File: src/rtl/cpu_types_pkg.sv
// Shared CPU types for the fetch slice.
//   word_t        : 32-bit machine word used for addresses and instructions
//   pc_src_t      : next-PC select driven by the control unit
//   fetch_state_t : fetch FSM states
package cpu_types_pkg;

  localparam int WORD_W = 32;

  typedef logic [WORD_W-1:0] word_t;

  typedef enum logic [1:0] {
    PC_NEXT   = 2'b00,
    PC_BRANCH = 2'b01,
    PC_JUMP   = 2'b10,
    PC_REG    = 2'b11
  } pc_src_t;

  typedef enum logic [1:0] {
    REQ  = 2'b00,
    HOLD = 2'b01,
    HALT = 2'b10
  } fetch_state_t;

  // Sign-extend a 16-bit branch offset and turn it into a byte offset.
  function automatic word_t branch_offset(input logic [15:0] imm16);
    return {{14{imm16[15]}}, imm16, 2'b00};
  endfunction

endpackage

File: src/rtl/fetch_unit_if.sv
// Bundle of the fetch stage's bus signals: instruction-memory port and the
// control/decode handshake.
//   master : fetch_unit side (drives imem request and the latched instruction)
//   slave  : environment side (memory, control unit, register file)
interface fetch_unit_if;
  import cpu_types_pkg::*;

  // control / register-file inputs to fetch
  pc_src_t     PC_src;
  logic        PC_EN;
  logic        halt;
  logic [15:0] imm16;
  logic [25:0] jaddr;
  word_t       rs_data;

  // instruction memory port
  logic        ihit;
  word_t       imemload;
  logic        imemREN;
  word_t       imemaddr;

  // to decode / control
  word_t       instr;
  logic        instr_valid;
  word_t       pc;
  word_t       pc_plus4;
  logic        halted;

  modport master (
    input  PC_src, PC_EN, halt, imm16, jaddr, rs_data, ihit, imemload,
    output imemREN, imemaddr, instr, instr_valid, pc, pc_plus4, halted
  );

  modport slave (
    output PC_src, PC_EN, halt, imm16, jaddr, rs_data, ihit, imemload,
    input  imemREN, imemaddr, instr, instr_valid, pc, pc_plus4, halted
  );

endinterface

File: src/rtl/fetch_unit_next_pc.sv
// next_pc_calc: combinational next-PC selection.
//   pc       in  current PC
//   pc_src   in  select: PC+4, branch, jump, register
//   imm16    in  branch offset (words, signed)
//   jaddr    in  jump target (words)
//   rs_data  in  register value for jr
//   next_pc  out selected next PC (mod 2^32)
//   pc_plus4 out pc + 4
module next_pc_calc
  import cpu_types_pkg::*;
(
  input  word_t       pc,
  input  pc_src_t     pc_src,
  input  logic [15:0] imm16,
  input  logic [25:0] jaddr,
  input  word_t       rs_data,
  output word_t       next_pc,
  output word_t       pc_plus4
);

  assign pc_plus4 = pc + 32'd4;

  always_comb begin
    next_pc = pc_plus4;
    unique case (pc_src)
      PC_NEXT:   next_pc = pc_plus4;
      PC_BRANCH: next_pc = pc_plus4 + branch_offset(imm16);
      PC_JUMP:   next_pc = {pc_plus4[31:28], jaddr, 2'b00};
      // Masking keeps the PC word aligned even for a misaligned register.
      PC_REG:    next_pc = rs_data & ~32'h0000_0003;
      default:   next_pc = pc_plus4;
    endcase
  end

endmodule

File: src/rtl/fetch_unit.sv
// fetch_unit: instruction-fetch stage. Owns the PC, requests instruction
// words, latches the returned word for decode and advances the PC when the
// control unit retires the instruction.
//   CLK   in  system clock
//   nRST  in  asynchronous active-low reset
//   fif   fetch_unit_if.master (imem port, control inputs, decode outputs)
module fetch_unit
  import cpu_types_pkg::*;
#(
  parameter word_t PC_INIT = 32'h0000_0000
) (
  input logic          CLK,
  input logic          nRST,
  fetch_unit_if.master fif
);

  // The PC is always word aligned, including right after reset.
  localparam word_t PC_RST = {PC_INIT[31:2], 2'b00};

  fetch_state_t state_q, state_d;
  word_t        pc_q, pc_d;
  word_t        instr_q, instr_d;
  logic         valid_q, valid_d;
  logic         halted_q, halted_d;
  word_t        next_pc;
  word_t        pc_plus4;

  next_pc_calc u_next_pc (
    .pc       (pc_q),
    .pc_src   (fif.PC_src),
    .imm16    (fif.imm16),
    .jaddr    (fif.jaddr),
    .rs_data  (fif.rs_data),
    .next_pc  (next_pc),
    .pc_plus4 (pc_plus4)
  );

  always_ff @(posedge CLK or negedge nRST) begin
    if (!nRST) begin
      state_q  <= REQ;
      pc_q     <= PC_RST;
      instr_q  <= '0;
      valid_q  <= 1'b0;
      halted_q <= 1'b0;
    end else begin
      state_q  <= state_d;
      pc_q     <= pc_d;
      instr_q  <= instr_d;
      valid_q  <= valid_d;
      halted_q <= halted_d;
    end
  end

  always_comb begin
    state_d  = state_q;
    pc_d     = pc_q;
    instr_d  = instr_q;
    valid_d  = valid_q;
    halted_d = halted_q;
    unique case (state_q)
      // Waiting on memory; control inputs are meaningless here.
      REQ: begin
        if (fif.ihit) begin
          instr_d = fif.imemload;
          valid_d = 1'b1;
          state_d = HOLD;
        end
      end
      // Instruction latched; halt takes priority over retiring it.
      HOLD: begin
        if (fif.halt) begin
          halted_d = 1'b1;
          state_d  = HALT;
        end else if (fif.PC_EN) begin
          pc_d    = next_pc;
          valid_d = 1'b0;
          state_d = REQ;
        end
      end
      HALT: ;
      default: state_d = REQ;
    endcase
  end

  assign fif.imemREN     = (state_q == REQ);
  assign fif.imemaddr    = pc_q;
  assign fif.pc          = pc_q;
  assign fif.pc_plus4    = pc_plus4;
  assign fif.instr       = instr_q;
  assign fif.instr_valid = valid_q;
  assign fif.halted      = halted_q;

endmodule

File: src/flat_wrapper.sv
// flat-port wrapper written by rule: the top's interface ports become plain ports
module fetch_unit_flat import cpu_types_pkg::*;
#(
  parameter word_t PC_INIT = 32'h0000_0000
)
  (CLK, nRST, fif_PC_src, fif_PC_EN, fif_halt, fif_imm16, fif_jaddr, fif_rs_data, fif_ihit, fif_imemload, fif_imemREN, fif_imemaddr, fif_instr, fif_instr_valid, fif_pc, fif_pc_plus4, fif_halted);
  fetch_unit_if fif_i ();
  input logic CLK;
  input logic nRST;
  input wire logic [$bits(fif_i.PC_src)-1:0] fif_PC_src;
  input wire logic [$bits(fif_i.PC_EN)-1:0] fif_PC_EN;
  input wire logic [$bits(fif_i.halt)-1:0] fif_halt;
  input wire logic [$bits(fif_i.imm16)-1:0] fif_imm16;
  input wire logic [$bits(fif_i.jaddr)-1:0] fif_jaddr;
  input wire logic [$bits(fif_i.rs_data)-1:0] fif_rs_data;
  input wire logic [$bits(fif_i.ihit)-1:0] fif_ihit;
  input wire logic [$bits(fif_i.imemload)-1:0] fif_imemload;
  output wire logic [$bits(fif_i.imemREN)-1:0] fif_imemREN;
  output wire logic [$bits(fif_i.imemaddr)-1:0] fif_imemaddr;
  output wire logic [$bits(fif_i.instr)-1:0] fif_instr;
  output wire logic [$bits(fif_i.instr_valid)-1:0] fif_instr_valid;
  output wire logic [$bits(fif_i.pc)-1:0] fif_pc;
  output wire logic [$bits(fif_i.pc_plus4)-1:0] fif_pc_plus4;
  output wire logic [$bits(fif_i.halted)-1:0] fif_halted;
  assign fif_i.PC_src = fif_PC_src;
  assign fif_i.PC_EN = fif_PC_EN;
  assign fif_i.halt = fif_halt;
  assign fif_i.imm16 = fif_imm16;
  assign fif_i.jaddr = fif_jaddr;
  assign fif_i.rs_data = fif_rs_data;
  assign fif_i.ihit = fif_ihit;
  assign fif_i.imemload = fif_imemload;
  assign fif_imemREN = fif_i.imemREN;
  assign fif_imemaddr = fif_i.imemaddr;
  assign fif_instr = fif_i.instr;
  assign fif_instr_valid = fif_i.instr_valid;
  assign fif_pc = fif_i.pc;
  assign fif_pc_plus4 = fif_i.pc_plus4;
  assign fif_halted = fif_i.halted;
  fetch_unit #(.PC_INIT(PC_INIT)) u_core (.CLK(CLK), .nRST(nRST), .fif(fif_i));
endmodule
File: config.mk
export PLATFORM = sky130hd
export DESIGN_NAME = fetch_unit_flat
export DESIGN_NICKNAME = d
export VERILOG_FILES = /design/src/rtl/cpu_types_pkg.sv /design/src/rtl/fetch_unit_if.sv /design/src/rtl/fetch_unit_next_pc.sv /design/src/rtl/fetch_unit.sv /design/src/flat_wrapper.sv
export SDC_FILE = /design/constraint.sdc
export NUM_CORES = 1
export LEC_CHECK = 0
export ABC_AREA = 1
export CAP_MARGIN = 0
export CORE_ASPECT_RATIO = 0.5
export CORE_MARGIN = 2
export CORE_UTILIZATION = 46
export DETAILED_ROUTE_END_ITERATION = 10
export PLACE_DENSITY = 0.83
export SLEW_MARGIN = 30
export SYNTH_ARGS = -nofsm -noshare
export SYNTH_HDL_FRONTEND = slang
export SYNTH_SLANG_ARGS = --single-unit
File: constraint.sdc
create_clock -name CLK -period 3.3 [get_ports CLK]
set_input_delay 0.33 -clock CLK [delete_from_list [all_inputs] [get_ports CLK]]
set_output_delay 0.33 -clock CLK [all_outputs]
set_load 0.03 [all_outputs]
### After elaboration in Yosys (flattened, before gate mapping)

Index checks and enable logic that the tools add are counted.

| word-level totals | value |
|---|---|
| register bits | 68 |
| latch bits | 0 |
| RAM bits | 0 |
| ROM bits | 0 |
| bits of input ports | 113 |
| word-level logic and storage cells | 35 |
| memories kept | 0 |

| operators by class | value |
|---|---|
| $add $sub $neg | 2 |
| multiply operators | 0 |
| div/mod/pow operators | 0 |
| magnitude comparators | 0 |
| eq/ne operators | 9 |
| shift operators | 0 |
| mux-type cells | 9 |
| bitwise operators | 2 |
| reduce and logical (&&, ||, !) cells | 8 |

Operators by type and width:

| operator | number |
|---|---|
| 32-bit case mux with 4 select lines | 1 |
| 32-bit by 3-bit adder with 32-bit output, second input constant | 1 |
| 32-bit adder | 1 |
| 2-bit == test, second input constant | 3 |
| 2-bit 2-to-1 mux | 3 |
| 2-bit inequality test, second input constant | 3 |
| 2-bit case mux with 3 select lines | 1 |
| 3-bit AND reduction | 2 |
| 2-bit by 1-bit == test with 1-bit output, second input constant | 2 |
| 2-bit zero test | 2 |
| 2-bit AND reduction | 2 |
| 4-bit AND reduction | 1 |
| 1-bit 2-to-1 mux | 3 |
| 3-bit inequality test, second input constant | 1 |
| 1-bit inverter | 2 |
| 1-bit case mux with 2 select lines | 1 |
| 2-bit nonzero test | 1 |

### Longest topological paths before layout

| depth | value |
|---|---|
| depth in word-level cells | 3 |
| depth in mapped cells | 24 |
| mapped depth without buffers | 24 |

### Modules after synthesis

From an unflattened synthesis, not the netlist that was laid out.

| second synthesis, totals | value |
|---|---|
| cells, all modules | 1103 |
| area total of the unflattened synthesis | 6866.6 um2 |

Modules (own cells, without submodules):

| module | times used | cells each | area an instance (um2) | sequential area each (um2) |
|---|---|---|---|---|
| next_pc_calc | 1 | 775 | 3908.7 | 0.0 |
| fetch_unit | 1 | 328 | 2957.8 | 1701.6 |

### Worst setup path after synthesis

No wires, ideal clock.

| path | value |
|---|---|
| kind | register to register |
| start | register u_core.pc_q[2], in the netlist u_core.fif.imemaddr[2] |
| end | register u_core.pc_q[29], in the netlist u_core.fif.imemaddr[29] |
| setup time | 0.117 ns |
| arrival time | 3.225 ns |
| required time | 3.183 ns |
| slack | -0.042 ns |
| cell stages (with the launch flop) | 19 |
| buffers on the path | 0 |
| period minus slack after synthesis | 3.342 ns |
| cell sequence | dfrtp_1 -> ha_1 -> nand2_1 -> nor2_2 -> nand2_2 -> nor2_4 -> nand2_1 -> xnor2_1 -> ha_1 -> a21oi_1 -> o21ai_0 -> inv_1 -> nand2_1 -> a21oi_1 -> nand3_1 -> nand3_1 -> nand2_1 -> nand2_1 -> nand2_1 |

| between the ends | value |
|---|---|
| longest elaborated chain between the ends | 3 |

Ends and longest elaborated chain:

| element | line | RTL |
|---|---|---|
| start, declared | fetch_unit.sv:21 | `word_t pc_q, pc_d;` |
| start signal, assigned | fetch_unit.sv:47 | `pc_q <= pc_d;` |
| 32-bit by 3-bit adder with 32-bit output | fetch_unit_next_pc.sv:21 | `assign pc_plus4 = pc + 32'd4;` |
| named net fif_pc_plus4[18] | flat_wrapper.sv:23 | `output wire logic [$bits(fif_i.pc_plus4)-1:0] fif_pc_plus4;` |
| 32-bit adder | fetch_unit_next_pc.sv:27 | `PC_BRANCH: next_pc = pc_plus4 + branch_offset(imm16);` |
| 32-bit case mux with 4 select lines | fetch_unit_next_pc.sv:25 | `unique case (pc_src)` |

The timed path passes the listed nets, and every way through them passes these cells.
A chain may end at the register's enable or synchronous reset.

### Worst setup path after layout

| path | value |
|---|---|
| start | register u_core.pc_q[3], in the netlist u_core.fif.imemaddr[3] |
| end | register u_core.pc_q[27], in the netlist u_core.fif.imemaddr[27] |

| between the ends | value |
|---|---|
| longest elaborated chain between the ends | 3 |

Ends and longest elaborated chain:

| element | line |
|---|---|
| 32-bit by 3-bit adder with 32-bit output * | fetch_unit_next_pc.sv:21 |
| 32-bit adder | fetch_unit_next_pc.sv:27 |
| 32-bit case mux with 4 select lines * | fetch_unit_next_pc.sv:25 |

Every way passes the cells marked *; elsewhere a longest branch is shown, timed or not.

==> impl_metrics.py <==
metrics = {
    "logic_synthesis": {
        "synth_top_area_cell": "dfrtp_1",
        "syn_area_um2": 6545,
        "synth_commonest_cells": "nand2_1, inv_1, nor2_1, dfrtp_1, nand3_1",
        "async_flop_share_pct": 100.0,
        "yosys-top-cells-area": "dfrtp_1, nand2_1, inv_1",
        "ys_ff_latch": 66,
        "synthCells": 1024,
        "yosysTopAreaCellShare_pct": 25.23,
        "synth_flop_cell": "dfrtp_1",
        "ys_types": 36,
        "seq_area_frac_synth_pct": 25.23,
        "yosysMostFrequentCell": "nand2_1",
        "syn_avg_cell_area_um2": 6.392,
        "yosysWarnings": 0,
        "synth_edf_count": 0,
    },
    "sta": {
        "tightest_slew_ns": 0.8030,
        "setup_ws_ns": 0.02746,
        "post-route-period-util_pct": 99.17,
        "min_period_ns": 3.273,
        "achievable-frequency_mhz": 305.6,
        "totalNegativeSetupSlack_ns": 0,
        "setup_viol": 0,
        "rsz0062_at_grt": "true",
        "relSlewSlack_pct": 46.41,
        "drv_slew": 0,
        "hold_viol_final": 0,
        "skew_ns": 0.005813,
    },
    "placement": {
        "io_buffers": 235,
        "dpl.cell_count": 1468,
        "gp_congestion": 1.054,
        "dp_hpwl_um": 20770,
        "pre_cts_slack_ns": -0.04769,
    },
    "critical_path": {
        "cpLargestDelayFamily": "simple AND/OR/NAND/NOR gates",
        "cp-start-kind": "flop",
        "rr_startpoint": "u_core.fif.imemaddr[3]",
        "rrSetupSlack_ns": 0.03,
        "worstPathRequired_ns": 3.52,
        "critPathCaptureType": "flop",
        "slowest_delay_ns": 0.44,
        "crit_buf_inv": 2,
        "crit_chain": "ha_1 > nand2_1 > nor2_2 > nand2_2 > nor2_4 > xor2_2 > inv_1 > ha_2 > nand2_2 > nor2_1 > buf_4 > nand2_1 > nor2_1 > nand2_1 > nand3_1 > nand2_1 > nand3_1 > nand2_1 > nand2_1 > nand2_1",
        "critPathKind": "flop to flop",
        "critPathMaxFanout": 6,
        "cpMaxStageDelayCell": "dfrtp_2",
        "crit_start": "u_core.fif.imemaddr[3]",
        "cpMostUsedCell": "nand2_1",
        "worst_ep_arrival_time_ns": 3.49,
    },
    "global_route": {
        "grt_overflow": 0,
        "antenna_found_initial": 0,
        "grt_pass1_vias": 7355,
        "grt_max_degree": 48,
        "grt_pass1_wl_um": 39020,
        "track_usage_pct": 33.00,
    },
    "floorplan": {
        "initial_core_util_pct": 47.64,
        "rows": 30,
        "core_area_um2": 13740,
        "dieArea_um2": 15260,
        "io_pins": 244,
        "die_y_um": 88.35,
        "fp.dieW_um": 172.7,
    },
    "clocking": {
        "clk_latency_ns": 0.33,
        "htreeDepth": 3,
        "cts_tree": "done",
        "cts_root_buf": "clkbuf_16",
        "cts_inserted_buffers": 9,
        "cts_buffer_depth": 2,
        "path_clk_slew_ns": 0.06,
        "cts_sinks": 66,
    },
    "run_status": {
        "status": "completed",
    },
    "route": {
        "avgViaCountPerCell": 5.266,
        "wl_per_cell_um": 17.52,
        "drt-total-wl_um": 26070,
        "via_count": 7836,
        "dr.pass1.iters": 6,
        "drt_iter0_drc": 843,
        "detail-route-antenna-nets": 0,
        "remaining_drc_errors": 0,
    },
    "worst_hold_path": {
        "hold_path.class": "input pin to async pin",
    },
    "finish": {
        "final_core_util_pct": 72.15,
        "nNetsFinal": 1441,
        "fillers": 1124,
        "instances_no_fill": 1488,
        "antenna_cells": 0,
        "drive_gt1_share_pct": 15.43,
        "synthToLayoutAreaGrowth_pct": 51.44,
        "regArea_um2": 1667,
        "multi_input_area_um2": 4192,
    },
    "run": {
        "drv_cap": 0,
    },
    "power": {
        "leakage_uw": 0.004804,
        "peakVddDrop_uv": 636.8,
        "powerDensity_nw_per_um2": 1044,
    },
}
[cell type report]
class,count,share of cell area [%]
inverters,146,5.529
well taps,192,2.424
multi-input cells,759,42.29
flip-flops and latches,66,16.81
clock inverters,6,1.161
repair buffers,310,29.51
clock buffers,9,2.272
[state kept, by name, summed over array words and instances, names as in the netlist]
register                cells
u_core.fif.instr           32
u_core.fif.imemaddr        30
u_core.state_q              2
u_core.fif.halted           1
u_core.fif.instr_valid      1
[cell families after synthesis]
group                    count (synthesis)  share of synthesized area [%]
flip-flops                              66                          25.23
XOR/XNOR                                23                          3.078
multiplexers                            32                          5.506
AND/OR/NAND/NOR                        550                          34.95
buffers and inverters                  204                          14.07
adder cells (fa/ha/maj)                 36                          6.997
other                                    1                        0.05730
AO/OA/AOI/OAI                          112                          10.11
[worst paths after layout]
| path | endpoint | depth (start not counted) |
|---|---|---|
| setup / recovery | u_core.fif.imemaddr[27] | 20 |
| hold / removal | u_core.fif.instr[8] | 2 |
| setup reg to reg | u_core.fif.imemaddr[27] | 20 |
| hold reg to reg | u_core.fif.halted | 1 |
| max in group asynchronous | u_core.fif.imemaddr[17] | 3 |
| min in group CLK | u_core.fif.halted | 1 |
[where the power goes]
group | internal (uW) | switching (uW)
clock network | 737 | 365
registers | 1220 | 386
logic | 3010 | 4630
[cells in the final DEF, fill, tap and decap left out, types with 12 or more instances in the layout]
cell type and instances:
nand2_1 341, inv_1 142, dfrtp_2 12, ha_1 29, nand4_1 18, clkdlybuf4s50_1 234
dfrtp_1 54, o21ai_0 31, mux2_2 32, nor2_1 77, buf_4 73, nor2_2 22
a21oi_1 36, nand3_1 58
[worst register-to-register path: stages, from the launching register on]
cell	delay, ns
dfrtp_2	0.44
ha_1	0.23
nand2_1	0.10
nor2_2	0.13
nand2_2	0.11
nor2_4	0.19
xor2_2	0.23
inv_1	0.12
ha_2	0.40
nand2_2	0.12
nor2_1	0.18
buf_4	0.15
nand2_1	0.06
nor2_1	0.09
nand2_1	0.08
nand3_1	0.07
nand2_1	0.05
nand3_1	0.17
nand2_1	0.13
nand2_1	0.08
nand2_1	0.05
[per-layer routing]
metal / part of all wire (%) / wire, um / vias up / track usage [%]
met5: 0 / 0 / - / 0
met4: 1.9 / 492 / 0 / 8.860
met3: 12 / 3046 / 36 / 8.505
met2: 44 / 11360 / 407 / 52.10
met1: 43 / 11170 / 3641 / 45.49
li1: - / - / 3752 / -
[what timing repair did]
action,in CTS,in global routing
pin swaps,0,5
setup endpoints to repair,8,21
hold buffers,1,0
resized for setup,3,59
endpoints found under the hold margin,19,0
buffers inserted,0,4
[through the flow]
stage | hold WS, ns | power, uW | instance area [um2]
finish | 0.4709 | 10350 | 9912
floorplan | 0.03441 | 5915 | 6571
detailed placement | 0.2910 | 8838 | 9326
global placement | 0.2847 | 8711 | 9326
global route | 0.5114 | 10920 | 9912
CTS | 0.4758 | 10000 | 9686
No activity file was read; power rests on OpenSTA's default activity.
